File: src/rtl/tlul_prog_loader.sv
// Byte-stream program loader: assembles little-endian words and writes them over TL-UL, then releases the core.
// Optional macro PROG_LOADER_CKSUM_EN adds a trailing 32-bit check word compared against the sum of written words.

package prim_mubi_pkg;
  typedef enum logic [3:0] {
    MuBi4True  = 4'h6,
    MuBi4False = 4'h9
  } mubi4_t;
endpackage

package ibex_pkg;
  typedef enum logic [3:0] {
    IbexMuBiOn  = 4'b0101,
    IbexMuBiOff = 4'b1010
  } ibex_mubi_t;
endpackage

package tlul_pkg;
  typedef enum logic [2:0] {
    PutFullData    = 3'h0,
    PutPartialData = 3'h1,
    Get            = 3'h4
  } tl_a_op_e;

  typedef enum logic [2:0] {
    AccessAck     = 3'h0,
    AccessAckData = 3'h1
  } tl_d_op_e;

  typedef struct packed {
    logic [4:0]            rsvd;
    prim_mubi_pkg::mubi4_t instr_type;
    logic [6:0]            cmd_intg;
    logic [6:0]            data_intg;
  } tl_a_user_t;

  parameter tl_a_user_t TL_A_USER_DEFAULT = '{
    rsvd:       5'h0,
    instr_type: prim_mubi_pkg::MuBi4False,
    cmd_intg:   7'h0,
    data_intg:  7'h0
  };

  typedef struct packed {
    logic [6:0] rsp_intg;
    logic [6:0] data_intg;
  } tl_d_user_t;

  typedef struct packed {
    logic        a_valid;
    tl_a_op_e    a_opcode;
    logic [2:0]  a_param;
    logic [1:0]  a_size;
    logic [7:0]  a_source;
    logic [31:0] a_address;
    logic [3:0]  a_mask;
    logic [31:0] a_data;
    tl_a_user_t  a_user;
    logic        d_ready;
  } tl_h2d_t;

  typedef struct packed {
    logic        d_valid;
    tl_d_op_e    d_opcode;
    logic [2:0]  d_param;
    logic [1:0]  d_size;
    logic [7:0]  d_source;
    logic [0:0]  d_sink;
    logic [31:0] d_data;
    tl_d_user_t  d_user;
    logic        d_error;
    logic        a_ready;
  } tl_d2h_t;
endpackage

module tlul_prog_loader #(
  parameter logic [31:0] BASE_ADDR = 32'h0000_0080,
  parameter int unsigned MAX_WORDS = 32,
  parameter logic [31:0] SENTINEL  = 32'h0000_0FFF,
  localparam int unsigned CNT_W    = $clog2(MAX_WORDS + 1)
) (
  input  logic                       clk_i,
  input  logic                       rst_i,
  input  logic                       byte_valid_i,
  input  logic [7:0]                 byte_i,
  output logic                       byte_ready_o,
  output tlul_pkg::tl_h2d_t          tl_o,
  input  tlul_pkg::tl_d2h_t          tl_i,
  output ibex_pkg::ibex_mubi_t       fetch_enable_o,
  output prim_mubi_pkg::mubi4_t      en_ifetch_o,
  output logic                       done_o,
  output logic                       err_o,
  output logic [CNT_W-1:0]           word_cnt_o
);

  typedef enum logic [2:0] {
    ST_ASSEMBLE,
    ST_REQ,
    ST_RSP,
    ST_DONE,
    ST_ERR
`ifdef PROG_LOADER_CKSUM_EN
    , ST_CKSUM
`endif
  } state_e;

  state_e             state_reg, state_next;
  logic [1:0]         idx_reg;
  logic [23:0]        asm_reg;
  logic [CNT_W-1:0]   word_cnt_reg;
  logic [31:0]        addr_reg;
  logic [31:0]        data_reg;
  logic               loaded_reg;
`ifdef PROG_LOADER_CKSUM_EN
  logic [31:0]        sum_reg;
`endif

  logic        byte_fire;
  logic        last_byte;
  logic [31:0] full_word;
  logic        cnt_full;
  logic        capture;
  logic        d_ok;

  assign byte_fire = byte_valid_i && byte_ready_o;
  assign last_byte = byte_fire && (idx_reg == 2'd3);
  assign full_word = {byte_i, asm_reg};
  assign cnt_full  = (word_cnt_reg == CNT_W'(MAX_WORDS));
  assign capture   = (state_reg == ST_ASSEMBLE) && last_byte && !cnt_full;
  assign d_ok      = (state_reg == ST_RSP) && tl_i.d_valid && !tl_i.d_error;

  always_comb begin
    state_next   = state_reg;
    byte_ready_o = 1'b0;
    unique case (state_reg)
      ST_ASSEMBLE: begin
        byte_ready_o = 1'b1;
        if (last_byte) begin
          state_next = cnt_full ? ST_ERR : ST_REQ;
        end
      end
      ST_REQ: begin
        if (tl_i.a_ready) state_next = ST_RSP;
      end
      ST_RSP: begin
        // d_valid is only meaningful here; responses elsewhere are dropped.
        if (tl_i.d_valid) begin
          if (tl_i.d_error) begin
            state_next = ST_ERR;
          end else if (data_reg == SENTINEL) begin
`ifdef PROG_LOADER_CKSUM_EN
            state_next = ST_CKSUM;
`else
            state_next = ST_DONE;
`endif
          end else begin
            state_next = ST_ASSEMBLE;
          end
        end
      end
`ifdef PROG_LOADER_CKSUM_EN
      ST_CKSUM: begin
        byte_ready_o = 1'b1;
        if (last_byte) begin
          state_next = (full_word == sum_reg) ? ST_DONE : ST_ERR;
        end
      end
`endif
      ST_DONE: state_next = ST_DONE;
      ST_ERR:  state_next = ST_ERR;
      default: state_next = ST_ERR;
    endcase
  end

  always_ff @(posedge clk_i) begin
    if (rst_i) begin
      state_reg    <= ST_ASSEMBLE;
      idx_reg      <= 2'd0;
      asm_reg      <= '0;
      word_cnt_reg <= '0;
      addr_reg     <= '0;
      data_reg     <= '0;
      loaded_reg   <= 1'b0;
    end else begin
      state_reg <= state_next;
      if (byte_fire) begin
        idx_reg <= idx_reg + 2'd1;
        for (int i = 0; i < 3; i++) begin
          if (idx_reg == 2'(i)) asm_reg[8*i +: 8] <= byte_i;
        end
      end
      // Request fields are latched once per word so they stay put while a_ready is low.
      if (capture) begin
        data_reg   <= full_word;
        addr_reg   <= BASE_ADDR + (32'(word_cnt_reg) << 2);
        loaded_reg <= 1'b1;
      end
      if (d_ok) word_cnt_reg <= word_cnt_reg + CNT_W'(1);
    end
  end

`ifdef PROG_LOADER_CKSUM_EN
  always_ff @(posedge clk_i) begin
    if (rst_i) begin
      sum_reg <= '0;
    end else if (d_ok) begin
      sum_reg <= sum_reg + data_reg;
    end
  end
`endif

  always_comb begin
    tl_o           = '0;
    tl_o.a_valid   = (state_reg == ST_REQ);
    tl_o.a_opcode  = tlul_pkg::PutFullData;
    tl_o.a_address = addr_reg;
    tl_o.a_data    = data_reg;
    tl_o.d_ready   = 1'b1;
    if (loaded_reg) begin
      tl_o.a_size  = 2'd2;
      tl_o.a_mask  = 4'hF;
      tl_o.a_user  = tlul_pkg::TL_A_USER_DEFAULT;
    end
  end

  assign done_o         = (state_reg == ST_DONE);
  assign err_o          = (state_reg == ST_ERR);
  assign fetch_enable_o = done_o ? ibex_pkg::IbexMuBiOn : ibex_pkg::IbexMuBiOff;
  assign en_ifetch_o    = done_o ? prim_mubi_pkg::MuBi4True : prim_mubi_pkg::MuBi4False;
  assign word_cnt_o     = word_cnt_reg;

  logic unused_tl;
  assign unused_tl = ^{tl_i.d_opcode, tl_i.d_param, tl_i.d_size, tl_i.d_source,
                       tl_i.d_sink, tl_i.d_data, tl_i.d_user};

endmodule

File: config.mk
export PLATFORM = sky130hd
export DESIGN_NAME = tlul_prog_loader
export DESIGN_NICKNAME = d
export VERILOG_FILES = /design/src/rtl/tlul_prog_loader.sv
export SDC_FILE = /design/constraint.sdc
export NUM_CORES = 1
export LEC_CHECK = 0
export CAP_MARGIN = 0
export CORE_MARGIN = 2
export CORE_UTILIZATION = 39
export CTS_CLUSTER_SIZE = 30
export DETAILED_ROUTE_END_ITERATION = 8
export GPL_TIMING_DRIVEN = 0
export PLACE_DENSITY = 0.8
export SLEW_MARGIN = 20
export SYNTH_ARGS = -nofsm -noshare
export SYNTH_HDL_FRONTEND = slang
export SYNTH_SLANG_ARGS = --single-unit
File: constraint.sdc
create_clock -name clk_i -period 2.1 [get_ports clk_i]
set_clock_uncertainty 0.15 [all_clocks]
set_input_delay 0.42 -clock clk_i [delete_from_list [all_inputs] [get_ports clk_i]]
set_output_delay 0.42 -clock clk_i [all_outputs]
set_load 0.02 [all_outputs]
==> impl_results.rst <==
.. list-table::
   :header-rows: 1

   * - Metric
     - Value
   * - Hold violation total from the final report
     - 0
   * - Worst Path Buf+Inv
     - 2
   * - Port Buffers
     - between 70 and 80
   * - Total area of sequential cells
     - 0.00151 mm²
   * - Leading cell type by number of instances after synthesis
     - nand2_1
   * - Register bit total from synthesis
     - between 70 and 80
   * - CTS Hold Bufs
     - 0
   * - Global routing usage summed across all routing layers
     - a little under a fifth
   * - Kind of cell adding the most delay to the critical path
     - buffers and inverters
   * - Max_slew headroom
     - 54.8%
   * - Via Count
     - about 3.3k
   * - Slowest cell on the critical path
     - clkdlybuf4s50_1
   * - Worst skew pair latency
     - 350 ps
   * - Relative area change from synthesis to final layout
     - 37.9%
   * - Die width
     - roughly 100 µm
   * - Global-route wire length before repair
     - approximately 14000 µm
   * - Final slew viol count
     - 0
   * - Sequential element share of the synthesized area
     - approximately two fifths
   * - Min-delay worst type
     - reg -> reg
   * - Post-synthesis cell area
     - about 0.0036 mm²
   * - Sort of element at the start of the critical path
     - flip-flop
   * - Type of the setup path with the least slack
     - reg -> out
   * - Worst Tran Pin Value
     - around 680 ps
   * - Total CTS buffers
     - 9
   * - Max rail drop VDD
     - 0.292 mV
   * - Top_reg_cell synth
     - dfxtp_1
   * - Final GP Congestion
     - ~0.84
   * - Cell count after placement
     - about 700
   * - Worst EP required
     - ~1500 ps
   * - Number of core rows
     - 34
   * - Clock transition at path regs
     - approximately 70 ps
   * - Total Wirelength
     - about 9200 µm
   * - Post-Syn Area per Cell
     - just under 8 µm²
   * - Hold Startpoint
     - asm_reg[8]$_SDFFE_PP0P_
   * - Maximum level of the CTS H-tree
     - 3
   * - Clk buf depth
     - 2
   * - Initial Util
     - slightly above 40%
   * - Delay contributed by the slowest stage of the critical path
     - 590 ps
   * - Via-per-instance ratio
     - between 4 and 5
   * - M2 GR Usage
     - 30.9%
   * - Max FO, Critical Path
     - 8
   * - Final core utilization
     - about 56%
   * - DRC violations left
     - 0
   * - Wire length per cell
     - about 13 µm
   * - Via count of the first global-routing pass
     - between 2k and 3k
   * - Layer with the highest usage
     - met2
   * - Pin count of the biggest net entering global routing
     - 12
   * - Met1 track utilization from global routing
     - between 20% and 30%
   * - Share of async-settable or async-resettable flops after synthesis
     - 0%
   * - Initial drt markers
     - around 170
   * - Register-to-register setup slack
     - roughly 120 ps
   * - Antenna Diode Count
     - 0
   * - 1st-pass router iterations
     - 4
   * - Count of distinct cell types in the synthesized netlist
     - 34
   * - Yosys Warn Count
     - 0
   * - Maximum clock frequency
     - between 400 and 500 MHz
   * - Leading area contributor after synthesis
     - dfxtp_1
   * - Die Height
     - between 90 and 100 µm
   * - Series of cell instances along the critical path
     - buf_4, clkdlybuf4s50_1
   * - Number of flip-flops under the largest register name
     - 32
   * - Footprint of the multi-input gates
     - roughly 0.0016 mm²
   * - Yosys top cell area share
     - between 40% and 50%
   * - Count of mapped cells out of synthesis
     - ~450
   * - Worst Path Arrival
     - 1460 ps
   * - Leading cell types by total area after synthesis
     - dfxtp_1, buf_4, nand2_1, a21oi_1, nand3_1
   * - Commonest cells post-synth
     - nand2_1, buf_4, dfxtp_1
   * - Power Density
     - slightly below 600 mW/mm²
   * - Reg2Reg Launch Point
     - word_cnt_o[0]$_SDFFE_PP0P_
   * - Grt met3 use
     - around 4.6%
   * - Root cell of the clock tree
     - clkbuf_8
   * - Worst setup startpoint
     - loaded_reg$_SDFFE_PP0P_
   * - Die Outline Area
     - about 0.010 mm²
   * - Gr ovfl total
     - 0
   * - Sort of element at the end of the critical path
     - output port
   * - Outcome
     - finished, final reports clean
   * - Number of flops mapped to enable cells by yosys
     - 0
   * - Number of antenna violations at the first check in global routing
     - 0
   * - Total clock sinks
     - 75
   * - # nets final
     - 688
   * - Count of fill cells added during filler insertion
     - slightly above 800
   * - Final non-filler cell total
     - approximately 700
   * - Post-detailed-placement half-perimeter wirelength
     - approximately 6800 µm
   * - I/O pin count
     - between 200 and 250
   * - Detail Route Antenna Nets
     - 0
   * - Maximum capacitance violations
     - 0
   * - Min cycle time layout
     - ~2000 ps
   * - Final worst-path cycle share
     - between 90% and 100%
   * - Core Footprint
     - 0.00881 mm²
   * - Leakage power
     - 2.12 nW
   * - Endpoints failing setup
     - 0
   * - Clock tree from TritonCTS
     - yes
   * - Fraction of final layout cells sized beyond drive strength 1
     - 20.5%
==> final cells by class <==
type	instances	share of cell area, %
Inverter	9	0.684
Timing Repair Buffer	82	15.6
Multi-Input combinational cell	326	32.1
Tap cell	108	2.74
Sequential cell	75	30.6
Clock inverter	2	0.203
Clock buffer	13	3.42
Buffer	102	14.7
==> cell families (layout without fill, tap and decap cells) <==
| kind of cell | after synthesis | after routing | share of synthesized area [%] |
|---|---|---|---|
| xor gates and xnor gates | 6 | 6 | 1.47 |
| other | 2 | 62 | 0.210 |
| AOI/OAI and AO/OA | 78 | 78 | 11.9 |
| DFF | 75 | 75 | 41.9 |
| adders and majority gates | 6 | 6 | 2.10 |
| buffers and inverters | 111 | 208 | 20.3 |
| and+or+nand+nor | 174 | 174 | 22.1 |
==> power breakdown <==
group	leakage, nW	switching (mW)	total [mW]	internal [mW]
Sequential	0.609	0.0196	1.47	1.45
Clock	0.0953	0.509	1.03	0.516
Combinational	1.41	0.244	0.398	0.154
==> worst register-to-register path: cells and delay by family (launching register included) <==
| family | cells | cell delay [ps] |
|---|---|---|
| compound gates | 2 | 310 |
| fa+ha+maj | 1 | 220 |
| buf+inv | 4 | 590 |
| flops | 1 | 420 |
| simple gates | 2 | 200 |
==> repair_timing <==
action,4_1_cts,5_1_grt
setup buffers,2,4
pin swaps,1,3
setup endpoints to repair,64,71
gates resized for setup,41,23
==> path summary, 6_finish.rpt <==
| check | cells after the start | end |
|---|---|---|
| worst min register to register | 2 | data_reg[8]$_SDFFE_PP0P_ |
| worst max-delay path | 2 | tl_o[57] |
| worst min-delay path | 2 | data_reg[8]$_SDFFE_PP0P_ |
| worst max register to register | 9 | data_reg[25]$_SDFFE_PP0P_ |
==> cell usage in the layout (no fill, tap or decap), types with 3 or more instances in the layout <==
| cell type | instances |
|---|---|
| nand2_1 | 102 |
| buf_4 | 86 |
| dfxtp_1 | 71 |
| a21oi_1 | 66 |
| conb_1 | 62 |
| clkdlybuf4s50_1 | 61 |
| nand3_1 | 30 |
| nor2_1 | 17 |
| clkbuf_1 | 16 |
| clkbuf_8 | 12 |
| inv_1 | 8 |
| buf_2 | 6 |
| nand4_1 | 6 |
| ha_1 | 6 |
| clkbuf_2 | 5 |
| nor4_1 | 4 |
| o21ai_0 | 4 |
| buf_6 | 3 |
| xnor2_1 | 3 |
| a22oi_1 | 3 |
| xor2_1 | 3 |
| dlymetal6s2s_1 | 3 |
| dlygate4sd2_1 | 3 |
==> routing by layer <==
layer | routed length (µm) | up-vias
li1 | - | 1662
met1 | 3890 | 1518
met2 | 4470 | 130
met3 | 652 | 14
met4 | 154 | 0
met5 | 0 | -
==> per-stage QoR <==
| stage | hold WS, ps | TNS [ps] | worst slack, ps | cell area [µm²] | power [mW] |
|---|---|---|---|---|---|
| 2_1_floorplan | 282 | 0 | 108 | 3810 | 1.81 |
| 3_3_place_gp | 293 | -18520 | -522 | 4700 | 1.88 |
| 3_5_place_dp | 297 | -20790 | -533 | 4700 | 1.89 |
| 4_1_cts | 308 | 0 | 6.77 | 4910 | 2.90 |
| 5_1_grt | 327 | -4.17 | -4.17 | 4940 | 3.02 |
| 6_report | 306 | 0 | 68.2 | 4940 | 2.89 |
Power figures use the tool's default switching activity.
